`src/rtl/waverv_pkg.sv`:
```
// Shared definitions for the WaveRV multi-cycle sequencer: state encodings,
// major-opcode constants (instr[6:2]) and halt cause codes.
package waverv_pkg;

  typedef enum logic [2:0] {
    S_FETCH  = 3'b000,
    S_WAIT_I = 3'b001,
    S_EXEC   = 3'b010,
    S_LOAD   = 3'b011,
    S_WAIT_D = 3'b100,
    S_STORE  = 3'b101,
    S_HALT   = 3'b110
  } state_e;

  typedef enum logic [1:0] {
    CAUSE_NONE     = 2'b00,
    CAUSE_ECALL    = 2'b01,
    CAUSE_ILLEGAL  = 2'b10,
    CAUSE_MISALIGN = 2'b11
  } halt_cause_e;

  localparam logic [4:0] OPC_OP     = 5'b01100;
  localparam logic [4:0] OPC_OP_IMM = 5'b00100;
  localparam logic [4:0] OPC_BRANCH = 5'b11000;
  localparam logic [4:0] OPC_JAL    = 5'b11011;
  localparam logic [4:0] OPC_JALR   = 5'b11001;
  localparam logic [4:0] OPC_AUIPC  = 5'b00101;
  localparam logic [4:0] OPC_LUI    = 5'b01101;
  localparam logic [4:0] OPC_LOAD   = 5'b00000;
  localparam logic [4:0] OPC_STORE  = 5'b01000;
  localparam logic [4:0] OPC_SYSTEM = 5'b11100;

  // Opcodes that write a non-memory result to rd and simply advance the PC.
  function automatic logic writes_rd(input logic [4:0] opc);
    return (opc == OPC_OP)  || (opc == OPC_OP_IMM) || (opc == OPC_LUI) ||
           (opc == OPC_AUIPC) || (opc == OPC_JAL) || (opc == OPC_JALR);
  endfunction

endpackage

```
`src/rtl/waverv_lsu_mask.sv`:
```
// Byte-lane write mask and alignment check for a load/store, derived from
// the access size (funct3[1:0]) and the low two address bits.
module waverv_lsu_mask (
  input  logic [1:0] funct3,
  input  logic [1:0] ls_addr_lo,
  output logic [3:0] wmask,
  output logic       misaligned
);

  always_comb begin
    // NOTE: every combinationally assigned signal gets a default first so no path infers a latch.
    wmask      = 4'b0000;
    misaligned = 1'b0;
    unique case (funct3)
      2'b00: wmask = 4'b0001 << ls_addr_lo;
      2'b01: begin
        wmask      = ls_addr_lo[1] ? 4'b1100 : 4'b0011;
        misaligned = ls_addr_lo[0];
      end
      2'b10: begin
        wmask      = 4'b1111;
        misaligned = |ls_addr_lo;
      end
      default: misaligned = 1'b1;
    endcase
  end

endmodule

```
`src/rtl/waverv_sequencer.sv`:
```
// Multi-cycle control FSM for the WaveRV core: arbitrates the shared memory
// port, drives per-state enables, detects halts and keeps cycle/instret counters.
module waverv_sequencer
  import waverv_pkg::*;
#(
  parameter int unsigned CNT_WIDTH       = 64,
  parameter bit          HALT_ON_ILLEGAL = 1'b1
) (
  input  logic                 clk,
  input  logic                 resetn,
  input  logic [31:0]          instr,
  input  logic [1:0]           ls_addr_lo,
  input  logic                 mem_rbusy,
  input  logic                 mem_wbusy,
  input  logic                 resume,
  output logic                 ir_load,
  output logic                 pc_we,
  output logic                 rf_we,
  output logic                 rf_wsel,
  output logic                 mem_addr_sel,
  output logic                 mem_rstrb,
  output logic [3:0]           mem_wmask,
  output logic                 halted,
  output logic [1:0]           halt_cause,
  output logic [CNT_WIDTH-1:0] cycle_count,
  output logic [CNT_WIDTH-1:0] instret_count,
  output logic [2:0]           state
);

  state_e                 state_q, state_d;
  halt_cause_e            cause_q, cause_d;
  logic                   store_first_q;
  logic [CNT_WIDTH-1:0]   cycle_q, instret_q;

  logic                   ir_load_c, pc_we_c, rf_we_c, rf_wsel_c;
  logic                   addr_sel_c, rstrb_c, retire;
  logic [3:0]             wmask_c, lsu_wmask;
  logic                   misaligned;
  logic [4:0]             opcode;

  assign opcode = instr[6:2];

  logic unused_instr_bits;
  assign unused_instr_bits = ^{instr[31:14], instr[11:7], instr[1:0]};

  waverv_lsu_mask u_lsu_mask (
    .funct3     (instr[13:12]),
    .ls_addr_lo (ls_addr_lo),
    .wmask      (lsu_wmask),
    .misaligned (misaligned)
  );

  always_comb begin
    state_d    = state_q;
    cause_d    = cause_q;
    ir_load_c  = 1'b0;
    pc_we_c    = 1'b0;
    rf_we_c    = 1'b0;
    rf_wsel_c  = 1'b0;
    addr_sel_c = 1'b0;
    rstrb_c    = 1'b0;
    wmask_c    = 4'b0000;
    retire     = 1'b0;
    unique case (state_q)
      S_FETCH: begin
        rstrb_c = 1'b1;
        state_d = S_WAIT_I;
      end
      S_WAIT_I: begin
        if (!mem_rbusy) begin
          ir_load_c = 1'b1;
          state_d   = S_EXEC;
        end
      end
      S_EXEC: begin
        if (writes_rd(opcode)) begin
          rf_we_c = 1'b1;
          pc_we_c = 1'b1;
          retire  = 1'b1;
          state_d = S_FETCH;
        end else if (opcode == OPC_BRANCH) begin
          pc_we_c = 1'b1;
          retire  = 1'b1;
          state_d = S_FETCH;
        end else if ((opcode == OPC_LOAD) || (opcode == OPC_STORE)) begin
          // A faulting access leaves the PC on the offending instruction.
          if (misaligned) begin
            cause_d = CAUSE_MISALIGN;
            state_d = S_HALT;
          end else begin
            pc_we_c = 1'b1;
            state_d = (opcode == OPC_LOAD) ? S_LOAD : S_STORE;
          end
        end else if (opcode == OPC_SYSTEM) begin
          pc_we_c = 1'b1;
          retire  = 1'b1;
          cause_d = CAUSE_ECALL;
          state_d = S_HALT;
        end else if (HALT_ON_ILLEGAL) begin
          cause_d = CAUSE_ILLEGAL;
          state_d = S_HALT;
        end else begin
          pc_we_c = 1'b1;
          retire  = 1'b1;
          state_d = S_FETCH;
        end
      end
      S_LOAD: begin
        rstrb_c    = 1'b1;
        addr_sel_c = 1'b1;
        state_d    = S_WAIT_D;
      end
      S_WAIT_D: begin
        addr_sel_c = 1'b1;
        if (!mem_rbusy) begin
          rf_we_c   = 1'b1;
          rf_wsel_c = 1'b1;
          retire    = 1'b1;
          state_d   = S_FETCH;
        end
      end
      S_STORE: begin
        addr_sel_c = 1'b1;
        if (store_first_q) wmask_c = lsu_wmask;
        if (!mem_wbusy) begin
          retire  = 1'b1;
          state_d = S_FETCH;
        end
      end
      S_HALT: begin
        if (resume) begin
          cause_d = CAUSE_NONE;
          state_d = S_FETCH;
        end
      end
      default: state_d = S_FETCH;
    endcase
  end

  // NOTE: sequential state uses non-blocking assignments so every register samples pre-edge values.
  always_ff @(posedge clk or negedge resetn) begin
    if (!resetn) begin
      state_q       <= S_FETCH;
      cause_q       <= CAUSE_NONE;
      store_first_q <= 1'b0;
      cycle_q       <= '0;
      instret_q     <= '0;
    end else begin
      state_q       <= state_d;
      cause_q       <= cause_d;
      store_first_q <= (state_q == S_EXEC) && (state_d == S_STORE);
      cycle_q       <= cycle_q + CNT_WIDTH'(1);
      if (retire) instret_q <= instret_q + CNT_WIDTH'(1);
    end
  end

  // Enables are gated by resetn so an in-flight access is dropped the moment
  // reset asserts, without waiting for a clock edge.
  assign ir_load       = resetn & ir_load_c;
  assign pc_we         = resetn & pc_we_c;
  assign rf_we         = resetn & rf_we_c;
  assign rf_wsel       = resetn & rf_wsel_c;
  assign mem_addr_sel  = resetn & addr_sel_c;
  assign mem_rstrb     = resetn & rstrb_c;
  assign mem_wmask     = resetn ? wmask_c : 4'b0000;
  assign halted        = (state_q == S_HALT);
  assign halt_cause    = cause_q;
  assign state         = state_q;
  assign cycle_count   = cycle_q;
  assign instret_count = instret_q;

endmodule

```
`config.mk`:
```
export PLATFORM = sky130hd
export DESIGN_NAME = waverv_sequencer
export DESIGN_NICKNAME = d
export VERILOG_FILES = /design/src/rtl/waverv_pkg.sv /design/src/rtl/waverv_lsu_mask.sv /design/src/rtl/waverv_sequencer.sv
export SDC_FILE = /design/constraint.sdc
export NUM_CORES = 1
export LEC_CHECK = 0
export BUFFER_PORTS_ARGS = -buffer_cell sky130_fd_sc_hd__buf_2
export CORE_ASPECT_RATIO = 1.5
export CORE_UTILIZATION = 45
export CTS_CLUSTER_DIAMETER = 120
export DETAILED_ROUTE_END_ITERATION = 8
export PLACE_DENSITY = 0.74
export SLEW_MARGIN = 20
export SYNTH_ARGS = -nofsm -noshare
export SYNTH_HDL_FRONTEND = slang
export SYNTH_SLANG_ARGS = --single-unit
```
`constraint.sdc`:
```
create_clock -name clk -period 2.29 [get_ports clk]
set_input_delay 0.458 -clock clk [delete_from_list [all_inputs] [get_ports clk]]
set_output_delay 0.458 -clock clk [all_outputs]
set_load 0.02 [all_outputs]
```
# Yosys cells after proc, flatten, opt, wreduce, memory -nomap -nowiden
# Index checks and enable logic that the tools add are counted.
dict set report classes {
  n_eq_ne 22
  bitwise_logic 6
  n_mux 41
  add_sub_neg 2
  n_reduce_logical 15
  n_shift 1
}
# op count
set op_table {}
lappend op_table {{$add 64x1->64 const B} 2}
lappend op_table {{$mux 3} 9}
lappend op_table {{$pmux 3 s7} 1}
lappend op_table {{$eq 5x5->1 const B} 4}
lappend op_table {{$mux 1} 16}
lappend op_table {{$mux 4} 4}
lappend op_table {{$eq 5x4->1 const B} 3}
lappend op_table {{$eq 3x3->1 const B} 4}
lappend op_table {{$mux 2} 6}
lappend op_table {{$pmux 4 s3} 1}
lappend op_table {{$eq 5x3->1 const B} 2}
lappend op_table {{$and 1x1->1} 6}
lappend op_table {{$eq 3x2->1 const B} 2}
lappend op_table {{$logic_or 1x1->1} 6}
lappend op_table {{$ne 2x2->1 const B} 3}
lappend op_table {{$pmux 1 s3} 2}
lappend op_table {{$logic_not 5->1} 1}
lappend op_table {{$reduce_and 5->1} 1}
lappend op_table {{$pmux 2 s2} 1}
lappend op_table {{$reduce_or 2->1} 2}
lappend op_table {{$shl 1x2->4 const A} 1}
lappend op_table {{$eq 3x1->1 const B} 1}
lappend op_table {{$logic_not 3->1} 1}
lappend op_table {{$ne 3x3->1 const B} 1}
lappend op_table {{7 further kinds} 7}
dict set report totals {
  ff_bits 134
  elab_cells 92
}

# Longest topological paths before layout
dict set report depth {
  depth_word 10
  mapped_depth 8
  depth_no_buf 6
}

# Cells and area by module
# From an unflattened synthesis, not the netlist that was laid out.
dict set report unflattened {
  hier_cells 639
  area_unflattened_um2 6585.1
}
# mod cells_each area_each_um2 instances
set by_module_without_submodules {}
lappend by_module_without_submodules {waverv_sequencer 628 6503.7 1}
lappend by_module_without_submodules {waverv_lsu_mask 11 81.3 1}

# Worst setup path after synthesis
# No wires, ideal clock.
dict set report synth_path {
  path_kind {input to register}
  start {in instr[6]}
  end {reg instret_q[35], in the netlist instret_count[35]}
  path_buffers 2
  arrival_ps 1936
  setup_ps 135
  stages 7
  slack_ps 219
  path_cell_list {buf_2 -> and4b_1 -> o31a_2 -> o2111ai_2 -> buf_2 -> nor2_1 -> xor2_1}
}
dict set report synth_via {
  elab_chain_len 8
  word_cells_on_any_way 21
  cone_classes {eq/ne: 9; mux: 5; reduce/logical: 7}
}
# element line_no
set synth_lines {}
lappend synth_lines {{from (decl)} waverv_sequencer.sv:11} ;# input logic [31:0] instr,
lappend synth_lines {{$eq 5x4->1 / $eq 5x3->1 (equally long branches)} waverv_pkg.sv:35} ;# return (opc == OPC_OP) || (opc == OPC_OP_IMM) || (opc == OPC_LUI) ||
lappend synth_lines {{$logic_or 1x1->1 (3 in a row)} waverv_pkg.sv:35}
lappend synth_lines {{$logic_or 1x1->1 (2 in a row)} waverv_pkg.sv:36} ;# (opc == OPC_AUIPC) || (opc == OPC_JAL) || (opc == OPC_JALR);
lappend synth_lines {{$mux 1 (*)} waverv_sequencer.sv:76} ;# if (writes_rd(opcode)) begin
lappend synth_lines {{$pmux 1 s3 (*)} waverv_sequencer.sv:64} ;# unique case (state_q)
lappend synth_lines {{to (signal assigned)} waverv_sequencer.sv:153} ;# if (retire) instret_q <= instret_q + CNT_WIDTH'(1);
lappend synth_lines {{to (decl)} waverv_sequencer.sv:33} ;# logic [CNT_WIDTH-1:0] cycle_q, instret_q;
# Mark *: on every way between the ends. The rest lies on a longest branch, timed or not.
# A chain may end at the register's enable or synchronous reset.

# Worst setup path in the final report
dict set report layout_path {
  start {reg state_q[1], in the netlist state[1]}
  end {out rf_we}
}
dict set report layout_via {
  elab_chain_len 3
  word_cells_on_any_way 4
  cone_classes {eq/ne: 2; mux: 1; bitwise: 1}
}
# element line_no
set layout_lines {}
lappend layout_lines {{from (decl)} waverv_sequencer.sv:30} ;# state_e state_q, state_d;
lappend layout_lines {{from (signal assigned)} waverv_sequencer.sv:149} ;# state_q <= state_d;
lappend layout_lines {{$eq 3x3->1 / $eq 3x2->1 (equally long branches)} waverv_sequencer.sv:64}
lappend layout_lines {{$pmux 1 s2 (*)} waverv_sequencer.sv:64}
lappend layout_lines {{$and 1x1->1 (*)} waverv_sequencer.sv:161} ;# assign rf_we = resetn & rf_we_c;
lappend layout_lines {{to (decl)} waverv_sequencer.sv:18} ;# output logic rf_we,
# Marks and branches as above.

==> key figures <==
Die
  • Die width: 101 microns
  • Die H: 151 microns
  • Std-Cell Rows: 54
  • Die area: 0.0153 sq mm
  • Core ar.: 0.0145 sq mm
  • Num ports: 183
  • Initial Util: 0.459

Route
  • Routed WL: 16.0 mm
  • Vias: 5501
  • # DRC: 0
  • Initial DRT Pass Iterations: 4
  • Avg WL per Cell: 15.4 microns
  • Initial DRC Count: 189
  • Vias per cell: 5.30
  • Final ANT Viol Nets: 0

Synthesis
  • Post-Synth XOR/XNOR Area: 0.165
  • Post-synthesis simple-gate area fraction: 0.261
  • Cell count after synthesis: 636
  • Largest family of logic cells by synthesized area: simple AND/OR/NAND/NOR gates
  • Compound-Gate Fraction of Synth Area: 0.0366
  • Main synth FF type: dfrtp_1
  • Synth Area in Adders: 0.00375
  • Syn nets: 677
  • #FFs+latches synth: 134
  • Asr flop ratio synth: 1.00
  • Post-synthesis mux area share: 0.00638
  • Register area share after synthesis: 0.503
  • Avg Synthesized Cell Area: 10.5 sq um
  • Post-synth EDFFs: 0
  • Cell variety after synth: 57
  • Ys Warns: 0
  • Post-Syn Area: 0.00667 sq mm

Setup path
  • Capture point of the critical path: rf_we
  • Crit path capture type: output pin
  • WP depth: 5
  • Crit path buf inv count: 2
  • Reg2reg setup slack: 140 ps
  • Worst-path cell chain: buf_4, nor2_1, and4b_1, o21bai_1, buf_2
  • Type of origin of the critical path: register
  • WP data required: 1830 ps
  • CP delay by family, top: simple AND/OR/NAND/NOR gates
  • R2R cell count: 6
  • Worst EP arrival: 1700 ps
  • Max FO, Critical Path: 8
  • Worst Setup SP: state[1]$_DFF_PN0_
  • R2R Path Start: instret_count[10]$_DFFE_PN0P_
  • End of the worst register-to-register path: instret_count[44]$_DFFE_PN0P_
  • CP peak stage delay: 400 ps
  • Kind of critical path: register to output pin
  • Slowest cell on the critical path: dfrtp_1

Clocking
  • CTS Hold Buffers Added: 0
  • Worst-skew pair later-pin latency: 410 ps
  • CTS tree: done
  • H-tree Lvls: 4
  • CTS max path bufs: 2
  • CTS sink count: 134
  • Clk slew on worst S/H paths: 60 ps
  • CTS Buf Count: 17
  • CTS Root Cell: clkbuf_16

Pwr
  • Sw Pwr: 1.69 mW
  • PD cells: 718 mW/mm^2
  • Power share of the sequential group: 0.417
  • Clock share of power: 0.455
  • Switch share: 0.276
  • Peak VDD IR: 0.429 mV
  • Internal power: 4.43 mW
  • Combinational share of power: 0.128
  • Leakage power: 4.54 nW

STA
  • Skew final: 11.7 ps
  • Slew Limit Headroom: 0.606
  • Setup TNS: 0 ps
  • Crit path time final: 2150 ps
  • Crit share post-route: 0.941
  • Final setup vio count: 0
  • RSZ-0062 raised after global routing: false
  • Fmax: 0.464 GHz
  • Slew @ Worst Pin: 591 ps
  • Pins Over Slew Limit: 0
  • Hold Vio Cnt, Final: 0

Global routing
  • First-pass GRT wire length: 25.8 mm
  • Pin count of the biggest net entering global routing: 106
  • Vias in the first global route: 5348
  • Grt ovf: 0
  • Gr usage total: 0.217
  • Antenna violations before repair: 0

Flow run
  • Maxcap violations: 0

Placement
  • GP Congestion: 0.803
  • Port Buffers: 157
  • Inst Count DP: 1005
  • Post-detail-place hpwl: 11.7 mm

Cells and area
  • Layout area overhead: 27.6%
  • Layout Nets: 870
  • Share of cells above drive strength 1: 0.304
  • N_diodes: 0
  • Layout Cells excl Fill: 1038
  • Leading cell type in the layout, fill and taps excluded: buf_2
  • Most frequent cells in the layout: buf_2 (156), dfrtp_1 (134), xor2_1 (84)
  • Filler Cell Count: 1234

Min path
  • Hold crit path type: input port to asynchronous set/reset pin

Outcome
  • Status: finished clean
==> worst register-to-register path, cell delays in order (launching register included) <==
cell and delay [ps]:
dfrtp_1 410, nand4_1 260, nor4_2 390, o2111ai_2 220, buf_12 210, nor4_1 380
xor2_1 190
==> Yosys cell counts, types with 2 or more instances <==
| cell | n | area, sq um |
|---|---|---|
| or2_2 | 4 | 25.0 |
| o211ai_1 | 3 | 22.5 |
| xor2_1 | 84 | 736 |
| nor4_2 | 7 | 87.6 |
| o21ai_0 | 4 | 20.0 |
| or4_1 | 3 | 22.5 |
| nand3_2 | 2 | 20.0 |
| mux2i_1 | 2 | 20.0 |
| or3_1 | 2 | 12.5 |
| nand3b_1 | 2 | 15.0 |
| nor4_4 | 4 | 85.1 |
| nand2b_1 | 3 | 18.8 |
| buf_2 | 8 | 40.0 |
| nor2_1 | 50 | 188 |
| clkbuf_1 | 2 | 7.51 |
| o21bai_1 | 3 | 22.5 |
| nand2_1 | 48 | 180 |
| and4b_1 | 2 | 20.0 |
| and4_1 | 3 | 26.3 |
| inv_1 | 24 | 90.1 |
| and2_1 | 2 | 12.5 |
| and3_1 | 15 | 93.8 |
| and4_4 | 2 | 22.5 |
| nand4_2 | 3 | 37.5 |
| dfrtp_1 | 134 | 3350 |
| nor2b_1 | 4 | 25.0 |
| nor3b_1 | 2 | 15.0 |
| mux2_2 | 2 | 22.5 |
| nand3_1 | 37 | 185 |
| ha_1 | 2 | 25.0 |
| a22oi_1 | 2 | 15.0 |
| o21ai_1 | 3 | 15.0 |
| a21oi_1 | 9 | 45.0 |
| nor3_1 | 43 | 215 |
| nand4_1 | 33 | 206 |
| nor3_2 | 6 | 60.1 |
| xnor2_1 | 42 | 368 |
| and3b_1 | 2 | 17.5 |
| nor4_1 | 14 | 87.6 |
| a32oi_1 | 2 | 17.5 |
==> timing repair <==
item / CTS / global route
resized for setup: 0 / 1
endpoints found under the setup margin: 0 / 2
buffers inserted: 0 / 1
==> power groups by stage <==
stage | clock, mW | sequential, mW | combinational [mW]
2_1_floorplan | 0 | 2.68 | 0.388
3_3_place_gp | 0 | 2.59 | 0.780
3_5_place_dp | 0 | 2.59 | 0.785
4_1_cts | 2.85 | 2.55 | 0.788
5_1_grt | 2.95 | 2.56 | 0.857
6_report | 2.78 | 2.55 | 0.781
==> cell families (layout without fill, tap and decap cells) <==
group,after synthesis,count (layout)
compound gates,36,36
xor+xnor,126,126
fa+ha+maj,2,2
buf+inv,37,243
flops,134,134
mux,4,4
simple gates,297,297
==> registers in the layout, indices dropped and copies added, names as in the netlist <==
| name | cells |
|---|---|
| store_first_q | 1 |
| state | 3 |
| cycle_count | 64 |
| halt_cause | 2 |
| instret_count | 64 |
==> layout make-up <==
| type | count | area [sq um] | share of cell area |
|---|---|---|---|
| inverters | 24 | 90.1 | 0.0106 |
| well taps | 196 | 245 | 0.0288 |
| clock buffers | 18 | 439 | 0.0516 |
| multi-input cells | 465 | 3170 | 0.372 |
| clock inverters | 14 | 164 | 0.0193 |
| flip-flops and latches | 134 | 3350 | 0.394 |
| repair buffers | 187 | 1050 | 0.124 |
==> stage by stage <==
stage / power [mW] / worst slack (ps) / util / hold slack [ps] / area [sq um]
floorplan: 3.07 / 219 / - / 162 / 6670
global placement: 3.37 / 214 / 0.544 / 450 / 7900
detailed placement: 3.38 / 98.7 / 0.544 / 452 / 7900
CTS: 6.19 / 106 / 0.585 / 86.3 / 8500
global route: 6.37 / 6.58 / 0.586 / 114 / 8510
finish: 6.11 / 136 / 0.586 / 90.1 / 8510
==> routing by layer <==
layer / routed length, microns / part of all wire / up-vias / track usage
li1: - / - / 2635 / -
met1: 6530 / 0.41 / 2688 / 0.249
met2: 8410 / 0.53 / 148 / 0.382
met3: 711 / 0.044 / 30 / 0.0480
met4: 342 / 0.021 / 0 / 0.0942
met5: 0 / 0 / - / 0
==> worst min-delay path by stage <==
stage                         startpoint                        end  cells after the start
2_1_floorplan                     resetn   cycle_count[0]$_DFF_PN0_                      0
3_3_place_gp   cycle_count[63]$_DFF_PN0_  cycle_count[63]$_DFF_PN0_                      1
3_5_place_dp   cycle_count[63]$_DFF_PN0_  cycle_count[63]$_DFF_PN0_                      1
4_1_cts                           resetn         state[0]$_DFF_PN0_                      2
5_1_grt                           resetn  cycle_count[30]$_DFF_PN0_                      2
6_report                          resetn  cycle_count[30]$_DFF_PN0_                      2
Power figures use the tool's default switching activity.
